### src/rtl/state_slice_sequencer_pkg.sv
// Shared types and constants for the state slice sequencer: FSM states,
// traversal order encodings and default grid geometry.
package state_slice_sequencer_pkg;

  localparam int SBOX_H = 4;
  localparam int SBOX_W = 4;

  typedef enum logic {
    ORDER_ROW = 1'b0,
    ORDER_COL = 1'b1
  } order_t;

  typedef enum logic {
    ST_IDLE = 1'b0,
    ST_SEND = 1'b1
  } state_t;

  // Index width that stays at least one bit wide for degenerate grids.
  function automatic int idx_w(input int n);
    return (n > 1) ? $clog2(n) : 1;
  endfunction

endpackage

### src/rtl/state_slice_sequencer_counter.sv
// Row/column position counter for the slice walk: steps by LANES in the
// selected order, wraps at the grid edge and flags the final beat.
module slice_index_counter
  import state_slice_sequencer_pkg::*;
#(
  parameter int ROWS  = SBOX_H,
  parameter int COLS  = SBOX_W,
  parameter int LANES = 1,
  parameter int RW    = idx_w(ROWS),
  parameter int CW    = idx_w(COLS)
) (
  input  logic          clk,
  input  logic          rst,
  input  logic          clear,
  input  logic          step,
  input  order_t        mode,
  output logic [RW-1:0] row,
  output logic [CW-1:0] col,
  output logic          last
);

  localparam logic [RW-1:0] ROW_MAX  = RW'(ROWS - 1);
  localparam logic [RW-1:0] ROW_WRAP = RW'(ROWS - LANES);
  localparam logic [RW-1:0] ROW_STEP = RW'(LANES);
  localparam logic [CW-1:0] COL_MAX  = CW'(COLS - 1);
  localparam logic [CW-1:0] COL_WRAP = CW'(COLS - LANES);
  localparam logic [CW-1:0] COL_STEP = CW'(LANES);

  // The final beat is the last lane group of the last row (row-major)
  // or of the last column (column-major).
  always_comb begin
    last = 1'b0;
    if (mode == ORDER_COL) last = (col == COL_MAX) && (row == ROW_WRAP);
    else                   last = (row == ROW_MAX) && (col == COL_WRAP);
  end

  // clear beats step so a load coinciding with the final consume restarts at (0,0).
  always_ff @(posedge clk or posedge rst) begin
    if (rst) begin
      row <= '0;
      col <= '0;
    end else if (clear) begin
      row <= '0;
      col <= '0;
    end else if (step) begin
      if (mode == ORDER_COL) begin
        if (row == ROW_WRAP) begin
          row <= '0;
          col <= (col == COL_MAX) ? '0 : col + CW'(1);
        end else begin
          row <= row + ROW_STEP;
        end
      end else begin
        if (col == COL_WRAP) begin
          col <= '0;
          row <= (row == ROW_MAX) ? '0 : row + RW'(1);
        end else begin
          col <= col + COL_STEP;
        end
      end
    end
  end

endmodule

### src/rtl/state_slice_sequencer.sv
// Serialises a ROWS x COLS block of BYTE_W-bit slices into handshaked beats
// of LANES slices, walking the grid in row- or column-major order.
module state_slice_sequencer
  import state_slice_sequencer_pkg::*;
#(
  parameter int ROWS   = SBOX_H,
  parameter int COLS   = SBOX_W,
  parameter int BYTE_W = 8,
  parameter int LANES  = 1
) (
  input  logic                       clk,
  input  logic                       rst,
  input  logic [ROWS*COLS*BYTE_W-1:0] in_data,
  input  logic                       in_mode,
  input  logic                       in_valid,
  output logic                       in_ready,
  input  logic                       abort,
  output logic [LANES*BYTE_W-1:0]    out_data,
  output logic [idx_w(ROWS)-1:0]     out_row,
  output logic [idx_w(COLS)-1:0]     out_col,
  output logic                       out_last,
  output logic                       out_valid,
  input  logic                       out_ready
);

  localparam int RW    = idx_w(ROWS);
  localparam int CW    = idx_w(COLS);
  localparam int BLK_W = ROWS * COLS * BYTE_W;
  localparam int BW    = idx_w(BLK_W);

  if ((ROWS % LANES) != 0 || (COLS % LANES) != 0) begin : g_lanes_check
    $error("LANES must divide both ROWS and COLS");
  end

  state_t             state, state_next;
  logic [BLK_W-1:0]   block_q;
  order_t             mode_q;
  logic [RW-1:0]      row_q;
  logic [CW-1:0]      col_q;
  logic               cnt_last;
  logic               fire, last_fire, load;
  logic [LANES*BYTE_W-1:0] beat;

  assign out_valid = (state == ST_SEND);
  assign fire      = out_valid & out_ready;
  assign last_fire = fire & cnt_last;
  assign in_ready  = ~abort & ((state == ST_IDLE) | last_fire);
  assign load      = in_valid & in_ready;

  always_ff @(posedge clk or posedge rst) begin
    if (rst) state <= ST_IDLE;
    else     state <= state_next;
  end

  // abort outranks everything; a load wins over the return to IDLE so
  // back-to-back blocks stream without a bubble.
  always_comb begin
    state_next = state;
    if (abort)          state_next = ST_IDLE;
    else if (load)      state_next = ST_SEND;
    else if (last_fire) state_next = ST_IDLE;
  end

  always_ff @(posedge clk or posedge rst) begin
    if (rst) begin
      block_q <= '0;
      mode_q  <= ORDER_ROW;
    end else if (load) begin
      block_q <= in_data;
      mode_q  <= order_t'(in_mode);
    end
  end

  slice_index_counter #(
    .ROWS (ROWS),
    .COLS (COLS),
    .LANES(LANES),
    .RW   (RW),
    .CW   (CW)
  ) u_counter (
    .clk  (clk),
    .rst  (rst),
    .clear(abort | load),
    .step (fire & ~abort),
    .mode (mode_q),
    .row  (row_q),
    .col  (col_q),
    .last (cnt_last)
  );

  // Lane l takes the l-th slice after (row,col) along the traversal direction.
  for (genvar l = 0; l < LANES; l++) begin : g_lane
    logic [BW-1:0] base;
    always_comb begin
      base = '0;
      if (mode_q == ORDER_COL)
        base = BW'(((int'(row_q) + l) * COLS + int'(col_q)) * BYTE_W);
      else
        base = BW'((int'(row_q) * COLS + int'(col_q) + l) * BYTE_W);
    end
    assign beat[l*BYTE_W +: BYTE_W] = block_q[base +: BYTE_W];
  end

  assign out_data = out_valid ? beat : '0;
  assign out_last = out_valid & cnt_last;
  assign out_row  = row_q;
  assign out_col  = col_q;

endmodule
### config.mk
export PLATFORM = sky130hd
export DESIGN_NAME = state_slice_sequencer
export DESIGN_NICKNAME = d
export VERILOG_FILES = /design/src/rtl/state_slice_sequencer_pkg.sv /design/src/rtl/state_slice_sequencer_counter.sv /design/src/rtl/state_slice_sequencer.sv
export SDC_FILE = /design/constraint.sdc
export NUM_CORES = 1
export LEC_CHECK = 0
export CORE_MARGIN = 2
export CORE_UTILIZATION = 46
export CTS_CLUSTER_SIZE = 28
export DETAILED_ROUTE_END_ITERATION = 7
export HOLD_SLACK_MARGIN = 0.02
export PLACE_DENSITY = 0.77
export SLEW_MARGIN = 20
export SYNTH_ARGS = -nofsm -noshare
export SYNTH_HDL_FRONTEND = slang
export SYNTH_HIERARCHICAL = 1
export SYNTH_SLANG_ARGS = --single-unit
### constraint.sdc
create_clock -name clk -period 4.5 [get_ports clk]
set_clock_uncertainty 0.1 [all_clocks]
set_input_delay 0.9 -clock clk [delete_from_list [all_inputs] [get_ports clk]]
set_output_delay 0.9 -clock clk [all_outputs]
set_load 0.005 [all_outputs]
-- Word level (Yosys, flattened, before mapping)
Index checks and enable logic that the tools add are counted.
- add/sub/neg operators: 3
- multipliers: 0
- divide/modulo/power cells: 0
- order comparisons: 0
- equality and inequality tests: 3
- shift operators: 1
- muxes and demuxes: 14
- bitwise logic cells: 10
- reduce and logical (&&, ||, !) cells: 6
- operators by type and width (operator ; count):
    variable part select 128 x 8 -> 8 bit ; 1
    two-way mux 2 bit ; 10
    two-way mux 8 bit ; 1
    bitwise AND 1 bit ; 6
    nonzero test 3 bit ; 2
    adder 2 x 1 -> 2 bit (second input constant) ; 2
    adder 4 x 2 -> 4 bit ; 1
    equality test 2 bit (second input constant) ; 2
    AND reduction 2 bit ; 2
    two-way mux 1 bit ; 3
    inequality test 3 x 1 -> 1 bit (second input constant) ; 1
    inverter 1 bit ; 2
    bitwise OR 1 bit ; 2
    nonzero test 2 bit ; 1
    logical AND 1 bit ; 1
- register bits: 134
- bits in latches: 0
- bits in writable memories: 0
- ROM bits: 0
- bits of input ports: 134
- logic and storage cells: 42
- memories: 0

-- Logic depth before layout (Yosys ltp)
Gate-level depths: netlist of the first run.
- depth in word-level cells: 9
- mapped depth: 11
- gate-level depth less buffers: 8

-- Hierarchy
The synthesis of the first run kept the hierarchy.
- by module, submodules not included (module ; times used ; cells each ; area each (µm²) ; sequential area each (µm²)):
    state_slice_sequencer ; 1 ; 389 ; 6346.1 ; 3253.1
    slice_index_counter ; 1 ; 22 ; 237.7 ; 100.1

-- Least setup slack after synthesis of the first run
OpenSTA, ideal clock, no wires.
- path type: register to output
- start point: reg u_counter.col[0]
- end point: out out_data[6]
- arrival: 1589 ps
- required time: 3500 ps
- slack: 1911 ps
- stages on the path, launching flop included: 7
- path through: dfrtp_1 -> buf_4 -> buf_4 -> mux4_2 -> nand2b_1 -> nand3_1 -> nand2_1
- word-level cells in the longest chain between the ends: 3
- RTL lines (element ; line ; source):
    from (decl) ; state_slice_sequencer_counter.sv:18 ; output logic [CW-1:0] col,
    from (signal assigned) ; state_slice_sequencer_counter.sv:49 ; col <= (col == COL_MAX) ? '0 : col + CW'(1);
    from (signal assigned) ; state_slice_sequencer_counter.sv:58 ; col <= col + COL_STEP;
    adder 4 x 2 -> 4 bit ; state_slice_sequencer.sv:97, state_slice_sequencer.sv:99 ;
    variable part select 128 x 8 -> 8 bit ; state_slice_sequencer.sv:101 ; assign beat[l*BYTE_W +: BYTE_W] = block_q[base +: BYTE_W];
    two-way mux 8 bit ; state_slice_sequencer.sv:104 ; assign out_data = out_valid ? beat : '0;
    to (decl) ; state_slice_sequencer.sv:18 ; output logic [LANES*BYTE_W-1:0] out_data,
Every way passes these cells.

-- Worst setup path in the final report of the first run
- start point: reg u_counter.col[0]
- end point: out out_data[5]
Same word-level chain as after synthesis.

==> metrics.log, run 1 <==
INFO  metric run_status = finished, final reports clean
INFO  metric synth_area_leader_cell = dfrtp_1
INFO  metric synth_fp_nets = 547
INFO  metric initial_antenna_violation_count = 0
INFO  metric numClockSinks = 134
INFO  metric timing.critical_path.required = 3.50 ns
INFO  metric crit_type = flop to output port
INFO  metric switching_component_of_the_power = 0.857 mW
INFO  metric area.growth.synth_to_final = 32.6%
INFO  metric power.ir.vdd_worst = 317 µV
INFO  metric grt_remaining_overflow = 0
INFO  metric post_cts.resized_instances = 0
INFO  metric timing_worst_slew_pin_value = 1.05 ns
INFO  metric detail_route.vias_per_cell = 5.31
INFO  metric crit_chain = buf_4, mux2_2, o221ai_1, nand2_1, clkdlybuf4s50_1
INFO  metric grt_pass1_vias = 4466
INFO  metric critPathMaxFanout = 34
INFO  metric detail_route.wl_per_cell = 20.6 µm
INFO  metric fin_cells = 754
INFO  metric place.gp.congestion = 0.799
INFO  metric synth_largest_type_area_fraction = 50.9%
INFO  metric synth.cells.most_frequent = dfrtp_1 (134), mux2_4 (99), mux2_2 (38)
INFO  metric placement.cell_area = 8180 µm²
INFO  metric critPathCaptureType = output port
INFO  metric preCtsSetupSlack = 0.881 ns
INFO  metric ioPinCount = 149
INFO  metric floorplan.initialDensity = 47.2%
INFO  metric synth_top_cells_by_area = dfrtp_1 (51%), mux2_4 (23%), mux2_2 (6.5%), mux4_2 (6.5%), mux2i_1 (3.5%)
INFO  metric proportion_of_power_drawn_by_flip_flops_and_latches = 44.4%
INFO  metric timing.critical_path.slowest_stage_cell = dfrtp_2
INFO  metric total_power = 3.55 mW
INFO  metric synth-seq-area-share = 50.9%
INFO  metric hold_class = flop to flop
INFO  metric synth-async-reset-ratio = 100%
INFO  metric slew-limit-headroom = 29.6%
INFO  metric fin_setup_tns = 0 ns
INFO  metric antenna_cells = 0
INFO  metric fp.dieArea = 15300 µm²
INFO  metric dp_cells = 722
INFO  metric grt_pass1_wl = 24.1 mm
INFO  metric clock.fmax = 249 MHz
INFO  metric register_bit_total_from_synthesis = 134
INFO  metric drt-initial-drc-count = 247
INFO  metric hpwl = 10.9 mm
INFO  metric comb_power_share = 19.5%
INFO  metric routed-via-count = 4007
INFO  metric buffer_ports.inserted = 148
INFO  metric rsz0062_at_grt = no
INFO  metric worstPathArrival = 3.01 ns
INFO  metric clock_path_buffers = 2
INFO  metric worstSetupStartpointType = flop
INFO  metric cts_post_setup_buffers_inserted = 0
INFO  metric die_w = 124 µm
INFO  metric cts_root_buf = clkbuf_16
INFO  metric power.clock.fraction = 36.2%
INFO  metric mappedNetlistArea = 6580 µm²
INFO  metric design_internal_power = 2.69 mW
INFO  metric most_common_cell_in_the_netlist = dfrtp_1
INFO  metric critical_path_buf_inv_count = 2
INFO  metric cts.clk_slew.worst_paths = 0.06 ns
INFO  metric grt_start_max_net_pins = 68
INFO  metric hold_ws = 0.406 ns
INFO  metric tritoncts = done
INFO  metric timing.final.hold_violations = 0
INFO  metric fin_nets = 697
INFO  metric floorplan.rows = 43
INFO  metric cpPeakStageDelay = 1.06 ns
INFO  metric post-route-period-util = 89.2%
INFO  metric dr_pass1_iterations = 4
INFO  metric path_delay_family = flip-flops
INFO  metric syn_inst = 411
INFO  metric setup-violations-final = 0
INFO  metric timing_max_transition_violations_final = 0
INFO  metric postLayoutSetupSlackWorst = 0.488 ns
INFO  metric synth_cell_types = 32
INFO  metric wirelength = 15.5 mm
INFO  metric synthesis.yosys.warnings = 6
INFO  metric power_density = 406 nW/µm²
INFO  metric clk_latency = 0.41 ns
INFO  metric detail_route.drc_violations = 0
INFO  metric final_non_filler_cell_area = 8730 µm²
INFO  metric route.antenna.remaining_nets = 0
INFO  metric post_route_cells_drive_above_1_share = 35.7%
INFO  metric standard_cell_core_area = 13900 µm²
INFO  metric final_core_util = 62.6%
INFO  metric period_minus_slack = 4.01 ns
INFO  metric p_leak = 3.68 nW
INFO  metric die_height = 124 µm
INFO  metric synth_edf_count = 0
INFO  metric power.share.switching = 24.2%
INFO  metric global_route.usage.total = 21.4%
INFO  metric maxCapViolCount = 0
INFO  metric cts_made_buffers = 17
INFO  metric primary_ff_master_synth = dfrtp_1
INFO  metric h-tree-depth = 4
INFO  metric postCtsHoldBufs = 0
INFO  metric synth_area_per_cell = 16.0 µm²
## area by class of cell
cell class | count | area [µm²]
fillers | 1023 | 5210
flip-flops and latches | 134 | 3350
multi-input cells | 247 | 3010
repair buffers | 157 | 1570
clock buffers | 18 | 439
well taps | 180 | 225
clock inverters | 14 | 110
inverters | 4 | 17.5
## kinds of logic (layout without fill, tap and decap cells)
family          count (synthesis)  in the layout  share of synthesized area (%)
flops                         134            134                           50.9
buf+inv                        30            193                           3.44
simple gates                   40             40                           3.15
mux                           179            179                           39.1
fa+ha+maj                       2              2                          0.380
compound gates                 26             26                           3.02
## registers in the layout, summed over array words and instances (netlist names)
signal and count:
block_q 128, mode_q 1, out_valid 1, u_counter/col 2, u_counter/row 2
## power by group through the flow
stage	Combinational [mW]	Sequential, mW	Clock [mW]
6_report	0.691	1.57	1.28
4_1_cts	0.699	1.58	1.30
2_1_floorplan	0.494	1.53	0
3_5_place_dp	0.692	1.59	0
5_1_grt	0.740	1.60	1.36
3_3_place_gp	0.673	1.58	0
## metal layers
layer  share of wire, %  global-route usage [%]
met2                 51                    36.2
met1                 43                    27.5
met5                  0                       0
met4                1.6                    6.82
met3                3.9                    4.67
## worst paths after layout
path	to	depth (start not counted)	slack (ns)	from
max in group asynchronous	block_q[41]	3	2.53	rst
worst max-delay path	out_data[5]	5	0.49	u_counter/col[0]
worst min register to register	block_q[113]	1	0.41	block_q[113]
worst min-delay path	block_q[113]	1	0.41	block_q[113]
min in group asynchronous	u_counter/row[1]	2	0.68	rst
worst max register to register	block_q[24]	7	1.15	u_counter/col[0]
## placed cells by master (no fill, tap or decap), drive strengths merged, types with 2 or more instances in the layout
cell,instances
mux4,19
nor2,5
a21boi,2
clkinv,9
a22oi,8
mux2,137
o221ai,6
nor2b,3
clkdlybuf4s50,148
buf,9
clkbuf,18
nand2,9
inv,5
mux2i,23
a21oi,7
dfrtp,134
nand3,8
nand2b,8
ha,2
clkinvlp,3
and2,3
Note: power is estimated with default switching activity, not from simulation.
==> inputs of run 2 (changes only) <==
--- a/config.mk
+++ b/config.mk
@@ -5,8 +5,9 @@
 export SDC_FILE = /design/constraint.sdc
 export NUM_CORES = 1
 export LEC_CHECK = 0
+export ABC_AREA = 1
 export CORE_MARGIN = 2
-export CORE_UTILIZATION = 46
+export CORE_UTILIZATION = 47
 export CTS_CLUSTER_SIZE = 28
 export DETAILED_ROUTE_END_ITERATION = 7
 export HOLD_SLACK_MARGIN = 0.02
==> metrics.log, run 2 <==
INFO  metric run_status = finished, final reports clean
INFO  metric synth_compound_area_share = 14.5% (+11 points)
INFO  metric top_regs = block_q x128, u_counter/col x2, u_counter/row x2
INFO  metric yosys.area_share.adder = 0.349% (-0.031 points)
INFO  metric worstPathArrival = 2.93 ns (-0.08 ns)
INFO  metric sequential_cell_area = 3350 µm² (unchanged)
INFO  metric synth_fp_nets = 1019 (+86%)
INFO  metric clk_latency = 0.42 ns (about the same)
INFO  metric cts_root_buf = clkbuf_16
INFO  metric clock.fmax = 254 MHz (+2.1%)
INFO  metric fp.dieArea = 16300 µm² (+6.4%)
INFO  metric critPathCaptureType = output port
INFO  metric worstSetupStartpointType = flop
INFO  metric synth-async-reset-ratio = 100% (unchanged)
INFO  metric hold_path_depth = 2 (+1)
INFO  metric most_common_cell_in_the_netlist = nand2_1
INFO  metric die_w = 128 µm (+3.2%)
INFO  metric synthesis.yosys.warnings = 6 (unchanged)
INFO  metric cts_post_setup_buffers_inserted = 0 (unchanged)
INFO  metric largest_register_ff_count = 128 (unchanged)
INFO  metric post_route_cells_drive_above_1_share = 16.3% (-19 points)
INFO  metric dp_cells = 1174 (+63%)
INFO  metric largest_register = block_q
INFO  metric crit_top_cell = nand3_1
INFO  metric timing.critical_path.required = 3.50 ns (about the same)
INFO  metric wirelength = 18.1 mm (+17%)
INFO  metric grt_start_max_net_pins = 77 (+13%)
INFO  metric fin_setup_tns = 0 ns (unchanged)
INFO  metric timing_worst_slew_pin_value = 0.925 ns (-0.129 ns)
INFO  metric timing.critical_path.slowest_stage_cell = dfrtp_2
INFO  metric dr_pass1_iterations = 5 (+1)
INFO  metric tritoncts = done
INFO  metric area.growth.synth_to_final = 28.2%
INFO  metric critical_path_buf_inv_count = 2 (unchanged)
INFO  metric post_cts.resized_instances = 0 (unchanged)
INFO  metric timing.final.hold_violations = 0 (unchanged)
INFO  metric grt_pass1_wl = 29.3 mm (+21%)
INFO  metric rsz0062_at_grt = no
INFO  metric cts_made_buffers = 17 (unchanged)
INFO  metric register_bit_total_from_synthesis = 134 (unchanged)
INFO  metric buffer_ports.inserted = 148 (unchanged)
INFO  metric cpPeakStageDelay = 0.61 ns (-0.45 ns)
INFO  metric critPathMaxFanout = 52 (+53%)
INFO  metric detail_route.drc_violations = 0 (unchanged)
INFO  metric standard_cell_core_area = 15000 µm² (+7.9%)
INFO  metric post-route-period-util = 87.4% (-1.8 points)
INFO  metric r2r.worst_path.cells = 11 (+4)
INFO  metric clock_path_buffers = 2 (unchanged)
INFO  metric route.antenna.remaining_nets = 0 (unchanged)
INFO  metric numClockSinks = 134 (unchanged)
INFO  metric hpwl = 12.6 mm (+16%)
INFO  metric detail_route.vias_per_cell = 5.01 (-5.7%)
INFO  metric yosys-mux-area-fraction = 0% (-39 points)
INFO  metric period_minus_slack = 3.93 ns (-0.0808 ns)
INFO  metric floorplan.initialDensity = 47.7% (+0.46 points)
INFO  metric grt_pass1_vias = 5879 (+32%)
INFO  metric filler_cell_count = 1274 (+25%)
INFO  metric synth_largest_type_area_fraction = 46.8% (-4.2 points)
INFO  metric fin_nets = 1141 (+64%)
INFO  metric preCtsSetupSlack = 1.08 ns (+0.200 ns)
INFO  metric postCtsHoldBufs = 0 (unchanged)
INFO  metric crit_type = flop to output port
INFO  metric global_route.usage.total = 22.8% (+1.4 points)
INFO  metric hold_class = flop to flop
INFO  metric synth_top_cells_by_area = dfrtp_1 (47%), a21oi_2 (13%), nand2_1 (8.9%), nand3_1 (8.1%), nor2_1 (7.0%)
INFO  metric most_frequent_cells_in_the_layout = nand2_1 (171), clkdlybuf4s50_1 (148), nor2_1 (134), dfrtp_1 (133), inv_1 (123)
INFO  metric cts.clk_slew.worst_paths = 0.06 ns (about the same)
INFO  metric routed-via-count = 6045 (+51%)
INFO  metric timing_max_transition_violations_final = 0 (unchanged)
INFO  metric post_synth_and_or_nand_nor_area_fraction = 25.7% (+23 points)
INFO  metric timing.critical_path.depth = 7 (+2)
INFO  metric synth.cells.most_frequent = nand2_1 (171), dfrtp_1 (134), nor2_1 (134)
INFO  metric antenna_cells = 0 (unchanged)
INFO  metric floorplan.rows = 45 (+4.7%)
INFO  metric synth_area_per_cell = 8.12 µm² (-49%)
INFO  metric crit_chain = inv_2, nand2_1, nand3_1, nand3_1, nand3_1, a21oi_1, clkdlybuf4s50_1
INFO  metric postLayoutSetupSlackWorst = 0.568 ns (+0.0808 ns)
INFO  metric maxCapViolCount = 0 (unchanged)
INFO  metric setup-violations-final = 0 (unchanged)
INFO  metric synth_cell_types = 25 (-22%)
INFO  metric synth_area_leader_cell = dfrtp_1
INFO  metric total_power = 4.04 mW (+14%)
INFO  metric initial_antenna_violation_count = 0 (unchanged)
INFO  metric syn_inst = 883 (+110%)
INFO  metric power_density = 440 nW/µm² (+8.2%)
INFO  metric slew-limit-headroom = 38.2% (+8.6 points)
INFO  metric ioPinCount = 149 (unchanged)
INFO  metric h-tree-depth = 4 (unchanged)
INFO  metric synth_edf_count = 0 (unchanged)
INFO  metric mappedNetlistArea = 7170 µm² (+8.9%)
INFO  metric fin_cells = 1206 (+60%)
INFO  metric path_delay_family = buffers and inverters
INFO  metric synth-seq-area-share = 46.8% (-4.2 points)
INFO  metric power.ir.vdd_worst = 294 µV (-7.4%)
INFO  metric primary_ff_master_synth = dfrtp_1
INFO  metric most_common_cell_after_layout_fill_and_taps_aside = nand2_1
INFO  metric synth_top_family_by_area = simple AND/OR/NAND/NOR gates
INFO  metric detail_route.wl_per_cell = 15.0 µm (-27%)
INFO  metric multiInputGateArea = 2920 µm² (-3.0%)
INFO  metric die_height = 128 µm (+3.2%)
INFO  metric xor_xnor_fraction_of_synth_area = 0% (unchanged)
INFO  metric place.gp.congestion = 0.801 (+0.23%)
INFO  metric p_leak = 4.43 nW (+20%)
INFO  metric grt_remaining_overflow = 0 (unchanged)
INFO  metric drt-initial-drc-count = 534 (+120%)
-- run 2: cell count changes after synthesis, moves of 9 or more --
| cell | change |
|---|---|
| nor2_2 | +10 |
| a21oi_1 | +12 |
| buf_6 | +13 |
| mux2i_1 | -23 |
| mux2_4 | -99 |
| nor2_1 | +129 |
| clkbuf_1 | +9 |
| mux2_2 | -38 |
| inv_1 | +120 |
| mux4_2 | -19 |
| a21oi_2 | +105 |
| nand3_1 | +108 |
| nand2_1 | +162 |
-- run 2: report_power, final --
group / internal (mW) / total [mW] / leakage, nW / switching [mW]
Sequential: 1.40 / 1.49 / 1.48 / 0.0855
Combinational: 0.456 / 1.13 / 2.65 / 0.678
Clock: 0.925 / 1.42 / 0.303 / 0.494
Total: 2.78 / 4.04 / 4.43 / 1.26
-- run 2: area by class of cell --
class | instances | area share, %
multi-input cells | 566 | 31.7
flip-flops and latches | 134 | 36.5
repair buffers | 157 | 17.3
clock buffers | 23 | 5.31
inverters | 129 | 5.30
well taps | 188 | 2.56
clock inverters | 9 | 1.33
-- run 2: kinds of logic after synthesis --
family                   after synthesis
AO/OA/AOI/OAI                        126
flip-flops                           134
adder cells (fa/ha/maj)                2
AND/OR/NAND/NOR                      438
buffers and inverters                183
-- run 2: worst paths after layout --
check	start	endpoint	slack, ns
max reg2reg	u_counter/row[0]	u_counter/col[0]	1.47
min reg2reg	block_q[0]	block_q[0]	0.37
max	u_counter/col[0]	out_data[6]	0.57
max in group asynchronous	rst	block_q[22]	2.43
min	block_q[0]	block_q[0]	0.37
min in group asynchronous	rst	u_counter/col[1]	0.66
-- run 2: per-layer routing --
metal	track usage, %	up-vias	wire length [µm]
li1	-	2983	-
met1	31.8	2830	8300
met2	36.0	204	8190
met3	4.82	28	1220
met4	6.85	0	372
met5	0	-	0
-- run 2: tightest hold or removal path: cells and delay by family (launching register included) --
kind	cells	cell delay (ns)
simple gates	2	0.11
flops	1	0.34
-- run 2: metrics by stage --
stage / instance area [µm²] / hold slack, ns / utilization [%]
2_1_floorplan: 7170 / 0.342 / -
3_3_place_gp: 8580 / 0.356 / 57.1
3_5_place_dp: 8580 / 0.362 / 57.1
4_1_cts: 9190 / 0.376 / 61.1
5_1_grt: 9190 / 0.389 / 61.1
6_report: 9190 / 0.374 / 61.1
